===== config.mk =====
export PLATFORM = sky130hd
export DESIGN_NAME = sr_cmd_debouncer_flat
export DESIGN_NICKNAME = d
export VERILOG_FILES = /design/src/rtl/sr_cmd_debouncer_if.sv /design/src/rtl/sr_cmd_debouncer.sv /design/src/flat_wrapper.sv
export SDC_FILE = /design/constraint.sdc
export NUM_CORES = 1
export LEC_CHECK = 0
export CAP_MARGIN = 5
export CORE_MARGIN = 2
export CORE_UTILIZATION = 54
export CTS_CLUSTER_DIAMETER = 80
export DETAILED_ROUTE_END_ITERATION = 12
export GPL_TIMING_DRIVEN = 0
export PLACE_DENSITY = 0.86
export RECOVER_POWER = 50
export SLEW_MARGIN = 0
export SYNTH_ARGS = -nofsm -noshare
export SYNTH_HDL_FRONTEND = slang
export SYNTH_SLANG_ARGS = --single-unit
export TNS_END_PERCENT = 100

===== constraint.sdc =====
create_clock -name clk -period 2.35 [get_ports clk]
set_clock_uncertainty 0.15 [all_clocks]
set_input_delay 0.5875 -clock clk [delete_from_list [all_inputs] [get_ports clk]]
set_output_delay 0.5875 -clock clk [all_outputs]
set_load 0.005 [all_outputs]

===== src/rtl/sr_cmd_debouncer_if.sv =====
// Button/command bundle between the raw push-buttons and the SR command stage.
//   set_btn, rst_btn : raw asynchronous buttons (driven by master)
//   S, R             : one-cycle set/reset pulses to the SR flip-flop (driven by slave)
//   set_level        : debounced level of set_btn
//   rst_level        : debounced level of rst_btn
//   conflict         : one-cycle flag, both pulses were due and the loser was dropped
interface sr_cmd_debouncer_if;
   logic set_btn;
   logic rst_btn;
   logic S;
   logic R;
   logic set_level;
   logic rst_level;
   logic conflict;

   modport master (output set_btn, rst_btn,
                   input  S, R, set_level, rst_level, conflict);
   modport slave  (input  set_btn, rst_btn,
                   output S, R, set_level, rst_level, conflict);
endinterface


===== src/rtl/sr_cmd_debouncer.sv =====
// Command front-end for an SR flip-flop: two raw buttons are synchronised,
// debounced and rising-edge detected, producing one S or R pulse per press.
// S and R are never high together; PRIORITY_SET picks the winner and the
// loser is dropped (flagged on conflict).
// Ports:
//   clk   : rising-edge clock
//   rst_n : asynchronous active-low reset
//   bus   : sr_cmd_debouncer_if.slave (buttons in, pulses/levels/conflict out)
// Optional feature macro: SRCMD_AUTOREPEAT_EN -- while a button stays
// accepted-high, its pulse is re-issued every REPEAT_CYCLES clocks.
module sr_cmd_debouncer #(
   parameter int DEBOUNCE_CYCLES = 4,
   parameter int REPEAT_CYCLES   = 8,
   parameter int CNT_W           = 16,
   parameter int PRIORITY_SET    = 0
) (
   input  logic                clk,
   input  logic                rst_n,
   sr_cmd_debouncer_if.slave   bus
);

   typedef enum logic [1:0] {STABLE_LO, WAIT_HI, STABLE_HI, WAIT_LO} db_state_e;

   localparam logic [CNT_W-1:0] CNT_MAX = {CNT_W{1'b1}};
   localparam logic [CNT_W-1:0] DB_CNT  = CNT_W'(DEBOUNCE_CYCLES);
   localparam logic             PRIO_S  = (PRIORITY_SET != 0);

   // bit 0 = set channel, bit 1 = reset channel
   logic [1:0] btn;
   logic [1:0] sync1_q, sync2_q;
   logic [1:0] level;
   logic [1:0] due;
   logic       s_q, r_q, conflict_q;

   assign btn = {bus.rst_btn, bus.set_btn};

   always_ff @(posedge clk or negedge rst_n) begin
      if (!rst_n) begin
         sync1_q <= '0;
         sync2_q <= '0;
      end else begin
         sync1_q <= btn;
         sync2_q <= sync1_q;
      end
   end

   for (genvar ch = 0; ch < 2; ch++) begin : g_ch
      db_state_e        state_q;
      logic [CNT_W-1:0] cnt_q;
      logic [CNT_W-1:0] cnt_inc;
      logic             lvl_q, lvl_dly_q;
      logic             s2;
      logic             rise;

      assign s2      = sync2_q[ch];
      assign cnt_inc = (cnt_q == CNT_MAX) ? cnt_q : cnt_q + 1'b1;

      // Debounce FSM: any sample disagreeing with the pending direction
      // falls back to the old stable state with the count cleared.
      always_ff @(posedge clk or negedge rst_n) begin
         if (!rst_n) begin
            state_q <= STABLE_LO;
            cnt_q   <= '0;
            lvl_q   <= 1'b0;
         end else begin
            case (state_q)
               STABLE_LO: if (s2) begin
                  if (DEBOUNCE_CYCLES <= 1) begin
                     state_q <= STABLE_HI;
                     lvl_q   <= 1'b1;
                  end else begin
                     state_q <= WAIT_HI;
                     cnt_q   <= CNT_W'(1);
                  end
               end
               WAIT_HI: if (!s2) begin
                  state_q <= STABLE_LO;
                  cnt_q   <= '0;
               end else if (cnt_inc >= DB_CNT) begin
                  state_q <= STABLE_HI;
                  lvl_q   <= 1'b1;
                  cnt_q   <= '0;
               end else begin
                  cnt_q   <= cnt_inc;
               end
               STABLE_HI: if (!s2) begin
                  if (DEBOUNCE_CYCLES <= 1) begin
                     state_q <= STABLE_LO;
                     lvl_q   <= 1'b0;
                  end else begin
                     state_q <= WAIT_LO;
                     cnt_q   <= CNT_W'(1);
                  end
               end
               WAIT_LO: if (s2) begin
                  state_q <= STABLE_HI;
                  cnt_q   <= '0;
               end else if (cnt_inc >= DB_CNT) begin
                  state_q <= STABLE_LO;
                  lvl_q   <= 1'b0;
                  cnt_q   <= '0;
               end else begin
                  cnt_q   <= cnt_inc;
               end
               default: begin
                  state_q <= STABLE_LO;
                  cnt_q   <= '0;
                  lvl_q   <= 1'b0;
               end
            endcase
         end
      end

      always_ff @(posedge clk or negedge rst_n) begin
         if (!rst_n) lvl_dly_q <= 1'b0;
         else        lvl_dly_q <= lvl_q;
      end

      // High for the one cycle right after the debounced level rises.
      assign rise = lvl_q & ~lvl_dly_q;

`ifdef SRCMD_AUTOREPEAT_EN
      localparam logic [CNT_W-1:0] RP_CNT = CNT_W'(REPEAT_CYCLES);
      logic [CNT_W-1:0] rep_q;
      logic             hit;

      // rep_q restarts at 1 on every issued pulse, so the next one lands
      // exactly REPEAT_CYCLES clocks later.
      assign hit = (state_q == STABLE_HI) && (rep_q >= RP_CNT);

      always_ff @(posedge clk or negedge rst_n) begin
         if (!rst_n)                      rep_q <= '0;
         else if (state_q != STABLE_HI)   rep_q <= '0;
         else if (rise || hit)            rep_q <= CNT_W'(1);
         else if (rep_q != CNT_MAX)       rep_q <= rep_q + 1'b1;
      end

      assign due[ch] = rise | hit;
`else
      assign due[ch] = rise;
`endif

      assign level[ch] = lvl_q;
   end

`ifndef SRCMD_AUTOREPEAT_EN
   logic [31:0] unused_repeat;
   assign unused_repeat = REPEAT_CYCLES;
`endif

   // Priority resolution; the losing pulse is discarded, not deferred.
   always_ff @(posedge clk or negedge rst_n) begin
      if (!rst_n) begin
         s_q        <= 1'b0;
         r_q        <= 1'b0;
         conflict_q <= 1'b0;
      end else begin
         s_q        <= due[0] & (~due[1] |  PRIO_S);
         r_q        <= due[1] & (~due[0] | ~PRIO_S);
         conflict_q <= due[0] & due[1];
      end
   end

   assign bus.S         = s_q;
   assign bus.R         = r_q;
   assign bus.set_level = level[0];
   assign bus.rst_level = level[1];
   assign bus.conflict  = conflict_q;

endmodule

===== src/flat_wrapper.sv =====
// flat-port wrapper written by rule: the top's interface ports become plain ports
module sr_cmd_debouncer_flat 
#(
   parameter int DEBOUNCE_CYCLES = 4,
   parameter int REPEAT_CYCLES   = 8,
   parameter int CNT_W           = 16,
   parameter int PRIORITY_SET    = 0
)
  (clk, rst_n, bus_set_btn, bus_rst_btn, bus_S, bus_R, bus_set_level, bus_rst_level, bus_conflict);
  sr_cmd_debouncer_if bus_i ();
  input  logic clk;
  input  logic rst_n;
  input wire logic [$bits(bus_i.set_btn)-1:0] bus_set_btn;
  input wire logic [$bits(bus_i.rst_btn)-1:0] bus_rst_btn;
  output wire logic [$bits(bus_i.S)-1:0] bus_S;
  output wire logic [$bits(bus_i.R)-1:0] bus_R;
  output wire logic [$bits(bus_i.set_level)-1:0] bus_set_level;
  output wire logic [$bits(bus_i.rst_level)-1:0] bus_rst_level;
  output wire logic [$bits(bus_i.conflict)-1:0] bus_conflict;
  assign bus_i.set_btn = bus_set_btn;
  assign bus_i.rst_btn = bus_rst_btn;
  assign bus_S = bus_i.S;
  assign bus_R = bus_i.R;
  assign bus_set_level = bus_i.set_level;
  assign bus_rst_level = bus_i.rst_level;
  assign bus_conflict = bus_i.conflict;
  sr_cmd_debouncer #(.DEBOUNCE_CYCLES(DEBOUNCE_CYCLES), .REPEAT_CYCLES(REPEAT_CYCLES), .CNT_W(CNT_W), .PRIORITY_SET(PRIORITY_SET)) u_core (.clk(clk), .rst_n(rst_n), .bus(bus_i));
endmodule

# --- Word level (Yosys, flattened, before mapping) ---
# Index checks and enable logic that the tools add are counted.
classes:
  n_addsub: 2
  order_cmp: 2
  n_eq_ne: 24
  n_mux: 38
  bitwise_logic: 7
  n_reduce_logical: 10
op_table:
  columns: ["cell", "n"]
  rows:
  - ["16-bit 2-to-1 mux", 12]
  - ["16-bit one-hot mux with 4 select lines", 2]
  - ["16-bit by 1-bit adder with 16-bit output, second input constant", 2]
  - ["16-bit equality test, second input constant", 2]
  - ["16-bit by 3-bit greater-or-equal comparator with 1-bit output, second input constant", 2]
  - ["2-bit 2-to-1 mux", 12]
  - ["2-bit by 1-bit inequality test with 1-bit output, second input constant", 8]
  - ["2-bit one-hot mux with 4 select lines", 2]
  - ["5-bit AND reduction", 2]
  - ["2-bit equality test, second input constant", 4]
  - ["1-bit 2-to-1 mux", 8]
  - ["2-bit inequality test, second input constant", 4]
  - ["4-bit AND reduction", 2]
  - ["3-bit by 1-bit inequality test with 1-bit output, second input constant", 2]
  - ["3-bit inequality test, second input constant", 2]
  - ["1-bit AND", 4]
  - ["2-bit by 1-bit equality test with 1-bit output, second input constant", 2]
  - ["2-bit logical NOT", 2]
  - ["1-bit one-hot mux with 2 select lines", 2]
  - ["2-bit AND reduction", 2]
  - ["2-bit nonzero test", 2]
  - ["1-bit NOT", 3]
word_totals:
  reg_bits: 47
  in_bits: 4
  elab_cells: 96

# --- Longest topological paths before layout ---
depth:
  depth_word: 6
  mapped_depth: 8

# --- Least setup slack after synthesis ---
# Ideal clock, no wire load.
synth_path:
  path_kind: "register to register"
  start: "register u_core.g_ch[0].cnt_q[0]"
  end: "register (tool-made name)"
  setup_time_ns: 0.125
  arrival_ns: 2.274
  required_ns: 2.075
  path_slack_ns: -0.199
  path_stages_with_launch: 9
  n_path_buf: 0
  period_less_slack_ns: 2.549
  path_cell_list: "dfrtp_1 > ha_1 > nand3_1 > nor4_1 > mux2_2 > nor4_2 > and4_4 > a21oi_2 > mux2_4"
synth_rtl:
  columns: ["element", "line_no", "rtl"]
  rows:
  - ["start, declared", "sr_cmd_debouncer.sv:49", "logic [CNT_W-1:0] cnt_q;"]
  - ["start signal, assigned", "sr_cmd_debouncer.sv:84", "cnt_q <= cnt_inc;"]
  - ["start signal, assigned", "sr_cmd_debouncer.sv:103", "cnt_q <= cnt_inc;"]

==> flow_metrics.tcl <==
set metrics [dict create \
    relSlewSlack 0.294 \
    gr-usage-all-layers 0.266 \
    antenna_cells 0 \
    yosysTopAreaCell "dfrtp_1" \
    start_util 0.554 \
    hold_viol 0 \
    final.min_clock_period_ns 2.72 \
    design_area_sq_mm 0.00317 \
    layout-drive-gt1-share 0.355 \
    report.final.slew_viol_count 0 \
    cts_made_buffers 5 \
    path_cells "ha_4 -> and3_1 -> a311oi_1 -> a31oi_2 -> nor4_4 -> and4_4 -> a21oi_4 -> mux2_4" \
    vdd_drop_max_mv 0.714 \
    power_density_mw_per_mm2 757 \
    synth_area_sq_mm 0.00238 \
    setup_viol 10 \
    syn_avg_cell_area_sq_um 10.2 \
    via_per_inst 7.18 \
    required_ns 2.40 \
    gp_congestion 0.946 \
    drc 0 \
    dpl.hpwl_mm 3.42 \
    ys_types 56 \
    ys_ff_latch 47 \
    async_flop_share 1.00 \
    path_class "reg -> reg" \
    syn_to_final_growth_pct 33.1 \
    grt_pass1_vias 2067 \
    portBuffers 8 \
    maxCapViolations 0 \
    seq_area_frac_synth 0.494 \
    synth_ff_type "dfrtp_1" \
    max_freq_mhz 367 \
    ys_warn_count 0 \
    synthCells 234 \
    synth_nets 240 \
    via_count 2399 \
    fin_hold_ws_ns 0.208 \
    cp_slowest_stage_delay_ns 0.45 \
    synth_area_leaders "dfrtp_1 49%, and3_1 3.7%, and2_1 3.2%" \
    die_y_um 70.4 \
    synth_edf_count 0 \
    dpl-instance-area_sq_mm 0.00257 \
    pre_cts_ws_ns -0.354 \
    final_util 0.737 \
    hold_class "reg -> reg" \
    clk_pin_slew_ns 0.08 \
    rsz0062_at_grt "yes" \
    die-area_sq_mm 0.00495 \
    cp-end-kind "register" \
    violations "negative setup slack" \
    rows 24 \
    setup_ws_ns -0.374 \
    ant_nets 0 \
    clock-sinks 47 \
    routed_wl_mm 8.16 \
    ios 9 \
    first_pass_iters 7 \
    yosys.area.top_type_share 0.494 \
    grt_first_pass_wirelength_mm 10.1 \
    root_buffer "clkbuf_8" \
    status "complete, but fails checks" \
    final_nets 287 \
    setup.worst_path.start_class "register" \
    worstPathArrival_ns 2.77 \
    period_share 1.16 \
    cp_slowest_cell "dfrtp_2" \
    grt_max_degree 30 \
    cts_max_path_buffers 2 \
    antenna_found_initial 0 \
    fillers 245 \
    cts_tree "done" \
    p_leak_nw 1.40 \
    tightestPinTransition_ns 1.06 \
    drt_iter0_markers 320 \
    clkLatencyLatePin_ns 0.32 \
    ctsHtreeMaxLevel 2 \
    fp.coreArea_sq_mm 0.00429 \
    grt_overflow_total 0 \
    die_w_um 70.4 \
    path_max_fanout 4 \
    routedWlPerCell_um 24.4 \
    finalSetupTns_ns -2.14 \
]
## sequential cells by signal, summed over array words and instances, names as in the netlist, named ones only
register               flops
u_core.g_ch.cnt_q         32
u_core.g_ch.lvl_dly_q      2
u_core.g_ch.state_q        2
u_core.sync1_q             2
u_core.sync2_q             2
u_core.bus.R               1
u_core.bus.S               1
u_core.bus.conflict        1
u_core.bus.rst_level       1
u_core.bus.set_level       1
## Yosys cell counts (4+ instances only)
library cell	number
nand2_1	18
nor3_1	14
nor2_1	13
and2_1	12
o21ai_0	5
inv_1	9
xnor2_1	5
dfrtp_1	47
clkbuf_1	5
nand3_1	12
a21oi_1	4
xor2_1	5
nand4_1	5
and3_1	14
nor4_1	6
## layer usage
metal | vias to the layer above | global-route usage | wire length [um]
li1 | 953 | - | -
met1 | 1141 | 0.349 | 3010
met2 | 227 | 0.433 | 3740
met3 | 78 | 0.0447 | 786
met4 | 0 | 0.118 | 620
met5 | - | 0 | 0
## critical path: cells and delay by family (launching register included)
family                   cells  cell delay, ns
AND/OR/NAND/NOR              3            0.79
AO/OA/AOI/OAI                3            0.69
flip-flops                   1            0.45
multiplexers                 1            0.33
adder cells (fa/ha/maj)      1            0.19
## final timing paths
check	start	endpoint	slack (ns)	cells past startpoint
max	u_core.g_ch[0].cnt_q[0]$_DFFE_PN0P_	register	-0.37	8
min	u_core.sync1_q[1]$_DFF_PN0_	u_core.sync2_q[1]$_DFF_PN0_	0.21	0
max reg2reg	u_core.g_ch[0].cnt_q[0]$_DFFE_PN0P_	register	-0.37	8
min reg2reg	u_core.sync1_q[1]$_DFF_PN0_	u_core.sync2_q[1]$_DFF_PN0_	0.21	0
max in group asynchronous	rst_n	u_core.g_ch[0].cnt_q[0]$_DFFE_PN0P_	0.46	2
min in group asynchronous	rst_n	u_core.g_ch[1].cnt_q[6]$_DFFE_PN0P_	0.28	1
## what timing repair did
item | 4_1_cts | 5_1_grt
setup endpoints to repair | 10 | 10
setup buffers | 24 | 9
resized for setup | 20 | 34
gates cloned | 0 | 0
pin swaps | 7 | 10
hold buffers | 0 | 0
## report_power, final
part / switching [mW] / internal [mW]
combinational: 0.405 / 0.288
sequential: 0.108 / 0.887
clock: 0.284 / 0.425
## final cells by class
| type | instances | area [sq um] | share of cell area |
|---|---|---|---|
| inverters | 9 | 33.8 | 0.0107 |
| repair buffers | 42 | 342 | 0.108 |
| well taps | 52 | 65.1 | 0.0205 |
| plain buffers | 5 | 27.5 | 0.00869 |
| clock buffers | 6 | 72.6 | 0.0229 |
| clock inverters | 2 | 60.1 | 0.0190 |
| multi-input cells | 171 | 1380 | 0.434 |
| flip-flops and latches | 47 | 1190 | 0.376 |
## cells in the final DEF (no fill, tap or decap), drive strengths merged, types with 5 or more instances in the layout
cell type	synthesis	routed
a21oi	5	5
clkbuf	5	11
nand3	12	12
clkdlybuf4s50	0	5
nand4	7	7
and3	16	16
buf	2	35
o21ai	7	7
and2	12	12
dfrtp	47	47
mux2	5	5
xnor2	5	5
nor2	13	13
inv	9	9
xor2	5	5
nor3	14	14
nor4	7	7
nand2	18	18
## kinds of logic after synthesis
logic type               after synthesis  share of synthesized area
AO/OA/AOI/OAI                         38                      0.120
adder cells (fa/ha/maj)                2                     0.0105
XOR/XNOR                              10                     0.0368
multiplexers                           8                     0.0379
AND/OR/NAND/NOR                      113                      0.272
flip-flops                            47                      0.494
buffers and inverters                 16                     0.0274
## through the flow
stage,total power [mW],instances
after floorplan,1.26,234
after global placement,1.37,294
after detailed placement,1.40,295
after CTS,2.19,325
after global routing,2.47,334
final,2.40,334
Power figures use the tool's default switching activity.
